File: config.mk
export PLATFORM = sky130hd
export DESIGN_NAME = mario_motion_ctrl
export DESIGN_NICKNAME = d
export VERILOG_FILES = /design/src/rtl/mario_motion_pkg.sv /design/src/rtl/mario_axis_clamp.sv /design/src/rtl/mario_motion_ctrl.sv
export SDC_FILE = /design/constraint.sdc
export NUM_CORES = 1
export LEC_CHECK = 0
export CELL_PAD_IN_SITES_DETAIL_PLACEMENT = 1
export CELL_PAD_IN_SITES_GLOBAL_PLACEMENT = 2
export CORE_ASPECT_RATIO = 0.6
export CORE_MARGIN = 2
export CORE_UTILIZATION = 35
export CTS_CLUSTER_SIZE = 30
export DETAILED_ROUTE_END_ITERATION = 6
export GPL_ROUTABILITY_DRIVEN = 1
export HOLD_SLACK_MARGIN = 0.03
export PLACE_DENSITY_LB_ADDON = 0.1
export SYNTH_ARGS = -nofsm -noshare
export SYNTH_HDL_FRONTEND = slang
export SYNTH_HIERARCHICAL = 1
export SYNTH_SLANG_ARGS = --single-unit
File: constraint.sdc
create_clock -name clk -period 5.9 [get_ports clk]
set_clock_uncertainty 0.1 [all_clocks]
set_input_delay 0.59 -clock clk [delete_from_list [all_inputs] [get_ports clk]]
set_output_delay 0.59 -clock clk [all_outputs]
set_load 0.05 [all_outputs]
File: src/rtl/mario_motion_pkg.sv
// Shared encodings for the player motion controller: motion states, arrow bit
// positions and the slot layout of the packed coordinate output.
package mario_motion_pkg;

  typedef enum logic [1:0] {
    GROUND  = 2'd0,
    RISING  = 2'd1,
    FALLING = 2'd2
  } motion_t;

  localparam int unsigned ARW_UP    = 3;
  localparam int unsigned ARW_DOWN  = 2;
  localparam int unsigned ARW_LEFT  = 1;
  localparam int unsigned ARW_RIGHT = 0;

  // coordinate = {x, y}: slot index times W gives the LSB of each axis
  localparam int unsigned COORD_X_SLOT = 1;
  localparam int unsigned COORD_Y_SLOT = 0;

endpackage

File: src/rtl/mario_axis_clamp.sv
// Combinational saturating value +/- step, clamped to [lo, hi] with a flag
// that reports whether saturation changed the result.
module mario_axis_clamp #(
  parameter int unsigned W = 16
) (
  input  logic [W-1:0] value,
  input  logic [W-1:0] step,
  input  logic         sub,
  input  logic [W-1:0] lo,
  input  logic [W-1:0] hi,
  output logic [W-1:0] result,
  output logic         clamped
);

  // two guard bits: one for carry out of the add, one for the sign of the sub
  logic signed [W+1:0] sum;
  logic signed [W+1:0] lo_e;
  logic signed [W+1:0] hi_e;

  always_comb begin
    lo_e = $signed({2'b00, lo});
    hi_e = $signed({2'b00, hi});
    if (sub) begin
      sum = $signed({2'b00, value}) - $signed({2'b00, step});
    end else begin
      sum = $signed({2'b00, value}) + $signed({2'b00, step});
    end
    result  = sum[W-1:0];
    clamped = 1'b0;
    if (sum < lo_e) begin
      result  = lo;
      clamped = 1'b1;
    end else if (sum > hi_e) begin
      result  = hi;
      clamped = 1'b1;
    end
  end

endmodule

File: src/rtl/mario_motion_ctrl.sv
// Per-frame player motion: clamped horizontal stepping plus jump/gravity
// physics, producing a registered packed coordinate for the sprite renderer.
module mario_motion_ctrl
  import mario_motion_pkg::*;
#(
  parameter int unsigned W         = 16,
  parameter int unsigned X_MIN     = 0,
  parameter int unsigned X_MAX     = 608,
  parameter int unsigned Y_MIN     = 0,
  parameter int unsigned Y_FLOOR   = 400,
  parameter int unsigned X_INIT    = 320,
  parameter int unsigned Y_INIT    = 100,
  parameter int unsigned GRAVITY   = 1,
  parameter int unsigned JUMP_V    = 10,
  parameter int unsigned VMAX_FALL = 8
) (
  input  logic           clk,
  input  logic           rst,
  input  logic           tick,
  input  logic [3:0]     move_arrow,
  input  logic [W-1:0]   speed_x,
  output logic [2*W-1:0] coordinate,
  output logic [W-1:0]   vy,
  output logic [1:0]     motion_state,
  output logic           crouch,
  output logic           hit_wall,
  output logic           landed
);

  localparam logic [W-1:0] XMIN_V   = W'(X_MIN);
  localparam logic [W-1:0] XMAX_V   = W'(X_MAX);
  localparam logic [W-1:0] YMIN_V   = W'(Y_MIN);
  localparam logic [W-1:0] FLOOR_V  = W'(Y_FLOOR);
  localparam logic [W-1:0] JUMP_VV  = W'(JUMP_V);
  localparam logic [W-1:0] GRAV_V   = W'(GRAVITY);
  localparam logic [W:0]   GRAV_E   = (W+1)'(GRAVITY);
  localparam logic [W:0]   VMAX_E   = (W+1)'(VMAX_FALL);
  localparam motion_t      RESET_ST = (Y_INIT == Y_FLOOR) ? GROUND : FALLING;

  motion_t      state_q, state_d;
  logic [W-1:0] x_q, x_d, y_q, y_d, vy_q, vy_d;
  logic         crouch_q, crouch_d, hit_q, hit_d, landed_q, landed_d;
  logic         armed_q, armed_d;

  logic         up, down, left, right, horiz, jump_start;
  logic [W-1:0] x_step, x_res, y_res;
  logic         x_clamped, y_clamped;
  logic [W:0]   vy_inc;

  assign up    = move_arrow[ARW_UP];
  assign down  = move_arrow[ARW_DOWN];
  assign left  = move_arrow[ARW_LEFT];
  assign right = move_arrow[ARW_RIGHT];
  assign horiz = left | right;

  // left wins over right by driving the subtract select from left alone
  assign x_step = horiz ? speed_x : '0;

  mario_axis_clamp #(.W(W)) u_x_clamp (
    .value   (x_q),
    .step    (x_step),
    .sub     (left),
    .lo      (XMIN_V),
    .hi      (XMAX_V),
    .result  (x_res),
    .clamped (x_clamped)
  );

  // rising checks the ceiling (y - vy), any other state checks the floor (y + vy)
  mario_axis_clamp #(.W(W)) u_y_clamp (
    .value   (y_q),
    .step    (vy_q),
    .sub     (state_q == RISING),
    .lo      (YMIN_V),
    .hi      (FLOOR_V),
    .result  (y_res),
    .clamped (y_clamped)
  );

  assign vy_inc = {1'b0, vy_q} + GRAV_E;

  always_ff @(posedge clk) begin
    if (!rst) begin
      state_q  <= RESET_ST;
      x_q      <= W'(X_INIT);
      y_q      <= W'(Y_INIT);
      vy_q     <= '0;
      crouch_q <= 1'b0;
      hit_q    <= 1'b0;
      landed_q <= 1'b0;
      armed_q  <= 1'b1;
    end else begin
      state_q  <= state_d;
      x_q      <= x_d;
      y_q      <= y_d;
      vy_q     <= vy_d;
      crouch_q <= crouch_d;
      hit_q    <= hit_d;
      landed_q <= landed_d;
      armed_q  <= armed_d;
    end
  end

  always_comb begin
    state_d    = state_q;
    x_d        = x_q;
    y_d        = y_q;
    vy_d       = vy_q;
    crouch_d   = crouch_q;
    armed_d    = armed_q;
    hit_d      = 1'b0;
    landed_d   = 1'b0;
    jump_start = 1'b0;
    if (tick) begin
      x_d   = x_res;
      hit_d = x_clamped;
      case (state_q)
        GROUND: begin
          y_d  = FLOOR_V;
          vy_d = '0;
          if (up && armed_q) begin
            jump_start = 1'b1;
            vy_d       = JUMP_VV;
            state_d    = RISING;
          end
          crouch_d = down & ~jump_start;
        end
        RISING: begin
          y_d      = y_res;
          crouch_d = 1'b0;
          if (y_clamped || ({1'b0, vy_q} <= GRAV_E)) begin
            state_d = FALLING;
            vy_d    = '0;
          end else begin
            vy_d = vy_q - GRAV_V;
          end
        end
        default: begin
          crouch_d = 1'b0;
          if (y_clamped || (y_res == FLOOR_V)) begin
            y_d      = FLOOR_V;
            vy_d     = '0;
            state_d  = GROUND;
            landed_d = 1'b1;
          end else begin
            y_d  = y_res;
            vy_d = (vy_inc > VMAX_E) ? VMAX_E[W-1:0] : vy_inc[W-1:0];
          end
        end
      endcase
      if (jump_start) begin
        armed_d = 1'b0;
      end else if (!up) begin
        armed_d = 1'b1;
      end
    end
  end

  always_comb begin
    coordinate                        = '0;
    coordinate[COORD_X_SLOT*W +: W]   = x_q;
    coordinate[COORD_Y_SLOT*W +: W]   = y_q;
    vy           = vy_q;
    motion_state = state_q;
    crouch       = crouch_q;
    hit_wall     = hit_q;
    landed       = landed_q;
  end

endmodule

==> results.json <==
{
  "worstPathMaxFanout": 5,
  "reg2regPathDepth": 26,
  "synth_warnings": 6,
  "io-pin-count": 76,
  "critical_path.top_delay_family": "compound AO/OA/AOI/OAI gates",
  "synthMuxAreaShare": 0.05725,
  "cts.clk_slew.worst_paths_ns": 0.08,
  "slew_viol_final": 0,
  "violations": "negative setup slack",
  "wire_per_inst_um": 19.66,
  "portBuffers": 75,
  "p_per_area_nw_per_um2": 221.4,
  "vias": 9430,
  "yosysSeqAreaShare": 0.1282,
  "vias_per_cell": 5.304,
  "cts_tree": "built",
  "startpoint": "y_q[0]",
  "ys_types": 86,
  "fin_crit_sh": 1.019,
  "synth_compound_area_frac": 0.2826,
  "finalHoldViolCount": 0,
  "power_leakage_nw": 5.357,
  "syn_avg_cell_area_sq_um": 7.445,
  "yosys.area_share.adder": 0.2023,
  "finalNetCount": 1619,
  "grt_start_max_net_pins": 48,
  "synthToLayoutAreaGrowth_pct": 39.47,
  "syn_area_sq_um": 8436,
  "drt_iter0_markers": 662,
  "start_kind": "flop",
  "synth_area_leader_cell": "ha_1",
  "finalPower_mw": 2.604,
  "cap_violations": 0,
  "hold_depth": 2,
  "overflow": 0,
  "cp_slowest_stage_delay_ns": 0.42,
  "route.detailed.drc": 0,
  "synth_top_family_by_area": "compound AO/OA/AOI/OAI gates",
  "setup_viol": 16,
  "dieArea_sq_um": 25400,
  "ir_worst_vdd_uv": 160.5,
  "gr-usage-all-layers": 0.2679,
  "syn_inst": 1133,
  "synth_xor_xnor_area_share": 0.03011,
  "finalSetupTns_ns": -1.266,
  "cp_data_arrival_time_ns": 6.13,
  "fp.dieH_um": 124.3,
  "worstReg2RegEnd": "y_q[1]",
  "path_buf_inv": 5,
  "coreArea_sq_um": 23400,
  "die_w_um": 204.4,
  "crit_top_cell": "buf_4",
  "ant_nets": 0,
  "start_util": 0.3604,
  "layout_min_cycle_time_ns": 6.012,
  "cp_slowest_cell": "a221o_2",
  "fin_hold_ws_ns": 0.3777,
  "relSlewSlack": 0.4179,
  "ys_ff_latch": 54,
  "worst_slack_ns": -0.1124,
  "required_ns": 6.02,
  "grt_pass1_vias": 9170,
  "synthSimpleGateAreaFrac": 0.2008,
  "cp-endpoint": "y_q[1]",
  "htree_levels": 2,
  "path_depth": 26,
  "synth_edf_count": 0,
  "insertedDiodeCount": 0,
  "rsz0062_at_grt": "true",
  "synthTopCellsByArea": "ha_1 (19%), dfxtp_1 (13%), inv_1 (6.1%)",
  "final_layout_size_suffix_gt1_frac": 0.1982,
  "cts_max_path_buffers": 2,
  "synth_ff_type": "dfxtp_1",
  "gp_congestion": 0.9249,
  "r2r_setup_slack_ns": -0.11,
  "yosysTopAreaCellShare": 0.1928,
  "ctsHoldBuffers": 0,
  "firstDrtPassIters": 5,
  "regToRegStartpoint": "y_q[0]",
  "worst-slew-pin-transition_ns": 0.8664,
  "hpwl_um": 28110,
  "wl_um": 34960,
  "root_buffer": "clkbuf_16",
  "async_reset_ff_frac": 0,
  "cts.sinks": 54,
  "clk_latency_ns": 0.32,
  "status": "complete, but fails checks",
  "hold_path_class": "reg2reg",
  "antenna_found_initial": 0,
  "pre_cts_ws_ns": -0.5624,
  "grt_pass1_wl_um": 53120,
  "rows": 43,
  "critPathCaptureType": "flop",
  "worstSetupPathType": "reg2reg",
  "timing.fmax_ghz": 0.1663,
  "numCtsBuffers": 5
}
-- layout make-up --
| cell class | count | area [sq um] |
|---|---|---|
| fillers | 2961 | 11640 |
| multi-input cells | 999 | 7342 |
| repair buffers | 265 | 2277 |
| flip-flops and latches | 54 | 1087 |
| inverters | 137 | 516.7 |
| well taps | 315 | 394.1 |
| clock buffers | 7 | 142.6 |
| clock inverters | 1 | 5.005 |
-- metal layers --
layer,routed length [um],up-vias,track usage
li1,-,4590,-
met1,19720,4573,0.4602
met2,12630,253,0.3374
met3,2460,14,0.04971
met4,148,0,0.01961
met5,0,-,0
-- through the flow --
step	cell area, sq um	utilization	instances
global placement	10990	0.4697	1746
global route	11770	0.5027	1778
CTS	11380	0.4862	1761
floorplan	8879	-	1251
finish	11770	0.5027	1778
detailed placement	10990	0.4697	1746
-- timing repair --
item                                    CTS  global route
setup buffers                             7            17
pin swaps                                12            34
resized for setup                        40            69
gates cloned                              0             2
endpoints found under the setup margin   51            52
hold endpoints to repair                  0             0
-- layout by cell type (no fill, tap or decap), types with 11 or more instances in the layout --
cell	count
nor3_1	26
mux2i_1	46
a21boi_0	11
nand2b_1	11
xnor2_1	18
nor2_1	56
nand2_1	70
a21o_1	21
clkdlybuf4s50_1	74
nand4_1	18
o21ai_2	13
a21oi_1	73
dfxtp_1	51
nor2b_1	50
buf_4	176
a31oi_1	12
o21ai_1	14
o21ai_0	64
inv_1	134
conb_1	120
o21a_1	12
nand3_1	16
o211ai_1	16
ha_1	128
-- state kept, by name (all words and copies together), names as in the netlist --
register	flops
vy	16
x_q	16
y_q	16
motion_state	2
armed_q	1
crouch	1
hit_wall	1
landed	1
-- power by group --
group,internal [mW],switching (mW)
Combinational,0.788,1.04
Clock,0.170,0.162
Sequential,0.398,0.0495
-- worst min path at each step --
stage	from	end	slack, ns
after floorplan	armed_q	armed_q	0.34
after global placement	armed_q	armed_q	0.35
after detailed placement	armed_q	armed_q	0.36
after CTS	armed_q	armed_q	0.38
after global routing	crouch	crouch	0.43
final	armed_q	armed_q	0.38
-- tightest hold or removal path: cells and delay by family, from the launching register on --
kind,cells,cell delay (ns)
AO/OA/AOI/OAI,1,0.06
flip-flops,1,0.33
AND/OR/NAND/NOR,1,0.05
-- kinds of logic after synthesis --
| logic type | after synthesis |
|---|---|
| adders and majority gates | 134 |
| xor gates and xnor gates | 29 |
| buffers and inverters | 198 |
| other | 2 |
| muxes | 48 |
| DFF | 54 |
| and+or+nand+nor | 317 |
| AOI/OAI and AO/OA | 351 |
-- Yosys cell counts (14+ instances only) --
library cell  instances
mux2i_1              46
inv_1               136
nor2b_1              52
ha_1                130
nand3_1              16
nor2_1               62
nand2_1              72
o21ai_0              78
dfxtp_1              54
nand4_1              18
clkbuf_1             38
xnor2_1              19
o211ai_1             16
a21boi_0             14
a21oi_1              75
a21o_1               21
nor3_1               28
Note: power is estimated with default switching activity, not from simulation.
